`src/rtl/cfg_pkg.sv`:
```
// Shared definitions for the tile configuration bus writer.
// Widths here must agree with the tile-side loader.
package cfg_pkg;

  localparam int ADDR_W = 10;
  localparam int DATA_W = 8;
  localparam int CNT_W  = 9;

  // Tile index that marks end-of-bitstream instead of a real frame.
  localparam logic [7:0] EOB_TILE = 8'hFF;

  typedef enum logic [2:0] {
    ST_IDLE = 3'd0,
    ST_TILE = 3'd1,
    ST_AHI  = 3'd2,
    ST_ALO  = 3'd3,
    ST_CNT  = 3'd4,
    ST_DATA = 3'd5,
    ST_GAP  = 3'd6,
    ST_DONE = 3'd7
  } state_t;

  // A count byte of zero stands for a full 256-byte payload.
  function automatic logic [CNT_W-1:0] frame_len(input logic [7:0] cnt_byte);
    if (cnt_byte == 8'd0) begin
      return 9'd256;
    end
    return {1'b0, cnt_byte};
  endfunction

endpackage

```
`src/rtl/cfg_gap_timer.sv`:
```
// Down-counter used to hold off the host for a fixed number of cycles
// after each tile write. Load wins over count; the counter parks at zero.
module cfg_gap_timer #(
  parameter int W = 1
) (
  input  logic         conf,
  input  logic         reset,
  input  logic         load,
  input  logic [W-1:0] load_val,
  input  logic         en,
  output logic         zero
);

  logic [W-1:0] count;

  // Load on a write, otherwise count down while enabled until zero.
  always_ff @(posedge conf or posedge reset) begin
    if (reset) begin
      count <= '0;
    end else if (load) begin
      count <= load_val;
    end else if (en && (count != '0)) begin
      count <= count - W'(1);
    end
  end

  assign zero = (count == '0);

endmodule

```
`src/rtl/cfg_bitstream_writer.sv`:
```
// Host byte stream to tile configuration bus.
// Parses SYNC/TILE/ADDR_HI/ADDR_LO/CNT framed payloads and turns each
// payload byte into a one-cycle one-hot tile write strobe.
//
//   state | meaning
//   IDLE  | hunting for the SYNC byte, everything else dropped
//   TILE  | tile index byte expected (EOB_TILE ends the bitstream)
//   AHI   | address bits [9:8] expected
//   ALO   | address bits [7:0] expected
//   CNT   | payload length expected (0 = 256)
//   DATA  | payload bytes, one write each
//   GAP   | host held off after a write (in_ready low)
//   DONE  | bitstream finished, bytes swallowed until reset
module cfg_bitstream_writer
  import cfg_pkg::*;
#(
  parameter int         NB_TILES = 4,
  parameter int         GAP      = 1,
  parameter logic [7:0] SYNC     = 8'hA5
) (
  input  logic                conf,
  input  logic                reset,
  input  logic [7:0]          in_data,
  input  logic                in_valid,
  output logic                in_ready,
  output logic [NB_TILES-1:0] select_tile,
  output logic [ADDR_W-1:0]   address_tile,
  output logic [DATA_W-1:0]   data_tile,
  output logic                busy,
  output logic                cfg_done,
  output logic                err_tile,
  output logic                err_wrap
);

  // The timer is loaded with GAP-1 in the strobe cycle, so the GAP state
  // lasts exactly GAP cycles including that strobe cycle.
  localparam int         GAP_W    = (GAP > 1) ? $clog2(GAP) : 1;
  localparam int         GAP_LOAD = (GAP > 0) ? GAP - 1 : 0;
  localparam logic [7:0] NB_LIMIT = 8'(NB_TILES);

  state_t               state;
  state_t               state_nxt;
  logic                 accept;
  logic                 data_wr;
  logic                 last_byte;
  logic                 gap_zero;
  logic [7:0]           tile_idx;
  logic                 discard;
  logic [ADDR_W-1:0]    addr;
  logic [CNT_W-1:0]     remaining;
  logic [NB_TILES-1:0]  sel_onehot;

  assign accept    = in_valid && in_ready;
  assign data_wr   = accept && (state == ST_DATA);
  assign last_byte = (remaining == 9'd1);

  cfg_gap_timer #(
    .W (GAP_W)
  ) u_gap_timer (
    .conf     (conf),
    .reset    (reset),
    .load     (data_wr),
    .load_val (GAP_W'(GAP_LOAD)),
    .en       (state == ST_GAP),
    .zero     (gap_zero)
  );

  // State register.
  always_ff @(posedge conf or posedge reset) begin
    if (reset) begin
      state <= ST_IDLE;
    end else begin
      state <= state_nxt;
    end
  end

  // Next-state decode; a SYNC byte past IDLE is plain header/payload data.
  always_comb begin
    state_nxt = state;
    case (state)
      ST_IDLE: begin
        if (accept && (in_data == SYNC)) state_nxt = ST_TILE;
      end
      ST_TILE: begin
        if (accept) state_nxt = (in_data == EOB_TILE) ? ST_DONE : ST_AHI;
      end
      ST_AHI: begin
        if (accept) state_nxt = ST_ALO;
      end
      ST_ALO: begin
        if (accept) state_nxt = ST_CNT;
      end
      ST_CNT: begin
        if (accept) state_nxt = ST_DATA;
      end
      ST_DATA: begin
        if (accept) begin
          if (GAP > 0) begin
            state_nxt = ST_GAP;
          end else if (last_byte) begin
            state_nxt = ST_IDLE;
          end
        end
      end
      ST_GAP: begin
        if (gap_zero) state_nxt = (remaining == '0) ? ST_IDLE : ST_DATA;
      end
      ST_DONE: begin
        state_nxt = ST_DONE;
      end
      default: begin
        state_nxt = ST_IDLE;
      end
    endcase
  end

  // State-decoded outputs.
  always_comb begin
    in_ready = (state != ST_GAP);
    busy     = (state != ST_IDLE) && (state != ST_DONE);
    cfg_done = (state == ST_DONE);
  end

  // One-hot decode of the latched tile index.
  always_comb begin
    sel_onehot = '0;
    for (int i = 0; i < NB_TILES; i++) begin
      sel_onehot[i] = (tile_idx == 8'(i));
    end
  end

  // Tile index capture; out-of-range tiles turn the frame into a discard.
  always_ff @(posedge conf or posedge reset) begin
    if (reset) begin
      tile_idx <= '0;
      discard  <= 1'b0;
      err_tile <= 1'b0;
    end else if (accept && (state == ST_TILE) && (in_data != EOB_TILE)) begin
      tile_idx <= in_data;
      discard  <= (in_data >= NB_LIMIT);
      if (in_data >= NB_LIMIT) begin
        err_tile <= 1'b1;
      end
    end
  end

  // Write address: loaded from the header, then advanced per payload byte.
  always_ff @(posedge conf or posedge reset) begin
    if (reset) begin
      addr     <= '0;
      err_wrap <= 1'b0;
    end else if (accept) begin
      case (state)
        ST_AHI:  addr[9:8] <= in_data[1:0];
        ST_ALO:  addr[7:0] <= in_data;
        ST_DATA: begin
          addr <= addr + ADDR_W'(1);
          if (addr == '1) begin
            err_wrap <= 1'b1;
          end
        end
        default: ;
      endcase
    end
  end

  // Payload bytes still to come in the current frame.
  always_ff @(posedge conf or posedge reset) begin
    if (reset) begin
      remaining <= '0;
    end else if (accept && (state == ST_CNT)) begin
      remaining <= frame_len(in_data);
    end else if (data_wr) begin
      remaining <= remaining - 9'd1;
    end
  end

  // Tile bus: strobe for one cycle per written byte, address/data hold.
  always_ff @(posedge conf or posedge reset) begin
    if (reset) begin
      select_tile  <= '0;
      address_tile <= '0;
      data_tile    <= '0;
    end else begin
      select_tile <= '0;
      if (data_wr && !discard) begin
        select_tile  <= sel_onehot;
        address_tile <= addr;
        data_tile    <= in_data;
      end
    end
  end

endmodule

```
`config.mk`:
```
export PLATFORM = sky130hd
export DESIGN_NAME = cfg_bitstream_writer
export DESIGN_NICKNAME = d
export VERILOG_FILES = /design/src/rtl/cfg_pkg.sv /design/src/rtl/cfg_gap_timer.sv /design/src/rtl/cfg_bitstream_writer.sv
export SDC_FILE = /design/constraint.sdc
export NUM_CORES = 1
export LEC_CHECK = 0
export CAP_MARGIN = 20
export CELL_PAD_IN_SITES_DETAIL_PLACEMENT = 0
export CELL_PAD_IN_SITES_GLOBAL_PLACEMENT = 1
export CORE_MARGIN = 5
export CORE_UTILIZATION = 45
export DETAILED_ROUTE_END_ITERATION = 7
export PLACE_DENSITY = 0.88
export SLEW_MARGIN = 5
export SYNTH_ARGS = -nofsm -noshare
export SYNTH_HDL_FRONTEND = slang
export SYNTH_HIERARCHICAL = 1
export SYNTH_SLANG_ARGS = --single-unit
```
`constraint.sdc`:
```
create_clock -name conf -period 3.3 [get_ports conf]
set_input_delay 0.66 -clock conf [delete_from_list [all_inputs] [get_ports conf]]
set_output_delay 0.66 -clock conf [all_outputs]
set_load 0.01 [all_outputs]
```
* Yosys cells after proc, flatten, opt, wreduce, memory -nomap -nowiden
Cells that the tools add are included.
** Word-level totals
- Flip-flop bits (word level) :: 56
- Bits in latches :: 0
- RAM bits :: 0
- Bits in read-only memories :: 0
- Input port bits :: 11
- Memories :: 0
** Operators by class
- Add/subtract/negate cells :: 3
- Multiply operators :: 0
- Divide/modulo/power cells :: 0
- $lt $le $gt $ge :: 1
- Eq/ne operators :: 23
- Shift-type cells :: 0
- Muxes and demuxes :: 21
- Bitwise gates (word level) :: 0
- Reduce and logical (&&, ||, !) cells :: 24
** Operator list (number)
- $mux 9 :: 4
- $mux 3 :: 9
- $pmux 3 s8 :: 1
- $eq 8x2->1 const B :: 2
- $eq 8x8->1 const B :: 2
- $logic_not 8->1 :: 2
- $pmux 8 s2 :: 1
- $ne 2x2->1 const B :: 7
- $eq 3x3->1 const B :: 4
- $add 10x1->10 const B :: 1
- $eq 10x10->1 const B :: 1
- $logic_and 1x1->1 :: 9
- $logic_not 9->1 :: 1
- $sub 9x1->9 const B :: 1
- $eq 8x1->1 const B :: 1
- $ge 8x3->1 const B :: 1
- $ne 8x8->1 const B :: 1
- $reduce_bool 2->1 :: 4
- $reduce_and 7->1 :: 1
- $eq 3x2->1 const B :: 2
- $ne 3x3->1 const B :: 2
- $reduce_and 2->1 :: 3
- $mux 1 :: 4
- $mux 4 :: 1
- 7 further kinds :: 7

* Depth between registers and ports, before layout
- Depth after elaboration :: 6
- Mapped depth :: 7
- Gate-level depth less buffers :: 6

* Cells and area by module
Netlist, hierarchy kept.
** Modules (own cells, without submodules)
- cfg_bitstream_writer :: instances 1, cells an instance 253, area each 2733.9 sq um
- cfg_gap_timer :: instances 1, cells an instance 5, area each 48.8 sq um

* Least setup slack after synthesis
Ideal clock, no wire load.
- Kind :: input to register
- Start :: input port in_valid
- End :: register data_tile[0]
- Setup time :: 125 ps
- Data arrival time :: 1835 ps
- Setup slack :: 1340 ps
- Stages on the path :: 5
- Path buffers :: 2
- Cells stage by stage :: buf_2 -> nand4b_2 -> nor2_4 -> buf_2 -> mux2_2
** Between the ends
- Cells in the longest elaborated chain, start to end :: 3
** RTL lines
- from (decl) :: RTL line cfg_bitstream_writer.sv:24 : input logic in_valid,
- $logic_and 1x1->1 :: RTL line cfg_bitstream_writer.sv:53 : assign accept = in_valid && in_ready;
- $logic_and 1x1->1 :: RTL line cfg_bitstream_writer.sv:54 : assign data_wr = accept && (state == ST_DATA);
- $logic_and 1x1->1 :: RTL line cfg_bitstream_writer.sv:186 : if (data_wr && !discard) begin
- to (signal assigned) :: RTL line cfg_bitstream_writer.sv:189 : data_tile <= in_data;
- to (decl) :: RTL line cfg_bitstream_writer.sv:28 : output logic [DATA_W-1:0] data_tile,
No other way between the ends.
A chain may end at the register's enable or synchronous reset.

* Final worst setup path
- Start :: register state[0]
- End :: output port busy
** Between the ends
- Cells in the longest elaborated chain, start to end :: 2
- Elaborated cells between the ends (all ways) :: 3
- Those cells by class :: eq/ne: 1; reduce/logical: 2
** RTL lines
- from (decl) :: RTL line cfg_bitstream_writer.sv:41 : state_t state;
- from (signal assigned) :: RTL line cfg_bitstream_writer.sv:73 : state <= state_nxt;
- $ne 3x3->1 / $reduce_bool 3->1 (equally long branches) :: RTL line cfg_bitstream_writer.sv:120 : busy = (state != ST_IDLE) && (state != ST_DONE);
- $logic_and 1x1->1 * :: RTL line cfg_bitstream_writer.sv:120
- to (decl) :: RTL line cfg_bitstream_writer.sv:29 : output logic busy,
Mark *: on every way between the ends. The rest lies on a longest branch, timed or not.

==> impl_metrics.yaml <==
synth:
  synth-main-ff-cell: "dfrtp_1"
  netlist_area_um2: 2780
  synth_edf_count: 0
  yosys_warnings: 6
  async_flop_share_pct: 100
  synth-seq-cells: 56
  synthCells: 258
  ys_seq_area_share_pct: 50.4
  ys_types: 56
  syn_nets: 271
  syn_area_per_cell_um2: 10.8
worst_setup_path:
  rr_startpoint: "state[0]"
  crit_fanout: 23
  cp.arrival_ps: 1970
  crit_start: "state[0]"
  worst_setup_path_end_kind: "output port"
  crit_path_start_kind: "flip-flop"
  cp_slowest_cell: "dfrtp_1"
  max_stage_delay_ps: 790
  cp_cell_sequence: "nor3_1, nor2_1, clkdlybuf4s50_1"
  required_ps: 2640
  crit_type: "flip-flop to output port"
placed_design:
  hpwl_mm: 4.47
  routabilityCongestion: 0.857
  port_buffers: 37
routing:
  vias: 2116
  drt-initial-drc-count: 105
  route.detailed.drc: 0
  postRouteAntennaNets: 0
  firstDrtPassIters: 4
  wire_per_inst_um: 16.9
  viasPerCell: 5.72
  finalWirelength_mm: 6.26
timing:
  slew-limit-headroom_pct: 55.2
  rsz0062_at_grt: "no"
  finalHoldViolCount: 0
  fin_tns_setup_ps: 0
  fin_crit_sh_pct: 79.8
  max_slew.worst_pin.slew_ps: 672
  setup_viol: 0
  fmax_mhz: 380
  min_period_ps: 2630
  skew_ps: 4.32
  drv_slew: 0
min_path:
  hold_path.startpoint: "err_wrap"
  min_path_type: "flip-flop to flip-flop"
final_layout:
  n_fill_cell: 545
  syn_to_final_growth_pct: 19.7
  fin_util_pct: 55.9
  final_cell_mix: "56 x dfrtp_1, 37 x clkdlybuf4s50_1, 27 x mux2_2"
  final_common_cell: "dfrtp_1"
  antenna_cells: 0
  layout.nets: 307
  seq_area_um2: 1400
  multi_input_area_um2: 1290
  drive_gt1_share_pct: 19.0
die:
  dieArea_um2: 7860
  initial_core_util_pct: 46.7
  io_pins: 38
  chipHeight_um: 88.6
  dieWidth_um: 88.6
  rows: 28
  core_area_um2: 5960
grt:
  met3_usage_pct: 3.91
  grt_pass1_wl_mm: 10.8
  grt_start_max_net_pins: 24
  antenna_found_initial: 0
  grt_pass1_vias: 2106
  met1_usage_pct: 25.4
  grt_overflow: 0
  busiest_layer: "met2"
  track_usage_pct: 17.8
  grt_util_met2_pct: 26.7
clocking:
  cts_tree: "yes"
  cts-root-buf: "clkbuf_8"
  clock-sinks: 56
  htreeDepth: 2
  clk_latency_ps: 310
  cts_setup_buffers: 0
  cts.path.max_buffers: 2
  cts_hold_buf: 0
  clk_pin_slew_ps: 100
  post_cts_resized: 0
  cts_made_buffers: 5
power:
  powerDensity_nw_per_um2: 832
  p_leak_nw: 1.40
  power_w: 0.00277
  ir_drop_mv: 0.427
status:
  status: "completed"
job:
  maxCapViolCount: 0
==> state kept, by name (all words and copies together), names as in the netlist <==
register / flops
data_tile: 8
tile_idx: 8
err_wrap: 1
addr: 10
select_tile: 4
discard: 1
address_tile: 10
state: 3
u_gap_timer/count: 1
err_tile: 1
remaining: 9
==> per-layer routing <==
layer / vias up / wire (µm)
li1: 1026 / -
met1: 1037 / 3050
met2: 40 / 2820
met3: 13 / 245
met4: 0 / 144
met5: - / 0
==> path summary, 6_finish.rpt <==
path / depth (start not counted) / to / slack [ps]
max: 3 / busy / 670
min: 1 / err_wrap / 480
max reg2reg: 3 / address_tile[6] / 1100
min reg2reg: 1 / err_wrap / 480
max in group asynchronous: 3 / tile_idx[4] / 1990
min in group asynchronous: 2 / u_gap_timer/count / 530
==> cells by family after synthesis <==
| kind of cell | after synthesis | share of synthesized area [%] |
|---|---|---|
| fa+ha+maj | 2 | 0.899 |
| simple gates | 86 | 18.6 |
| compound gates | 63 | 15.3 |
| buf+inv | 21 | 3.10 |
| xor+xnor | 1 | 0.315 |
| other cells | 1 | 0.135 |
| mux | 28 | 11.3 |
| flops | 56 | 50.4 |
==> power breakdown <==
group          internal (W)  switching (W)
combinational      0.000589       0.000464
sequential         0.000963       0.000310
clock              0.000226       0.000220
==> synthesized netlist by cell type (all sizes together), types with 4 or more instances <==
library cell / instances / area share [%]
a21oi: 13 / 2.3
a31oi: 4 / 0.90
buf: 6 / 1.1
clkbuf: 6 / 0.81
dfrtp: 56 / 50
inv: 9 / 1.2
mux2: 27 / 11
nand2: 14 / 1.9
nand2b: 4 / 0.90
nand3: 6 / 1.1
nor2: 22 / 3.2
nor3: 7 / 1.4
nor4: 5 / 1.6
o21ai: 19 / 3.8
o22ai: 4 / 0.90
==> stage by stage <==
stage	setup WS (ps)	cell area (µm²)	cells	hold slack [ps]
after floorplan	1300	2780	258	389
after global placement	643	3220	362	456
after detailed placement	612	3220	362	461
after CTS	649	3330	370	485
after global routing	447	3330	370	508
final	667	3330	370	477
==> critical path, delay by kind of cell (launching register included) <==
kind | cells | cell delay [ps]
DFF | 1 | 790
buffers and inverters | 1 | 540
and+or+nand+nor | 2 | 340
==> final cells by class <==
class / count / share of cell area [%]
repair buffers: 41 / 12.0
well taps: 75 / 2.82
multi-input cells: 181 / 38.9
clock inverters: 2 / 1.05
flip-flops and latches: 56 / 42.1
inverters: 9 / 1.01
clock buffers: 6 / 2.18
Note: power is estimated with default switching activity, not from simulation.
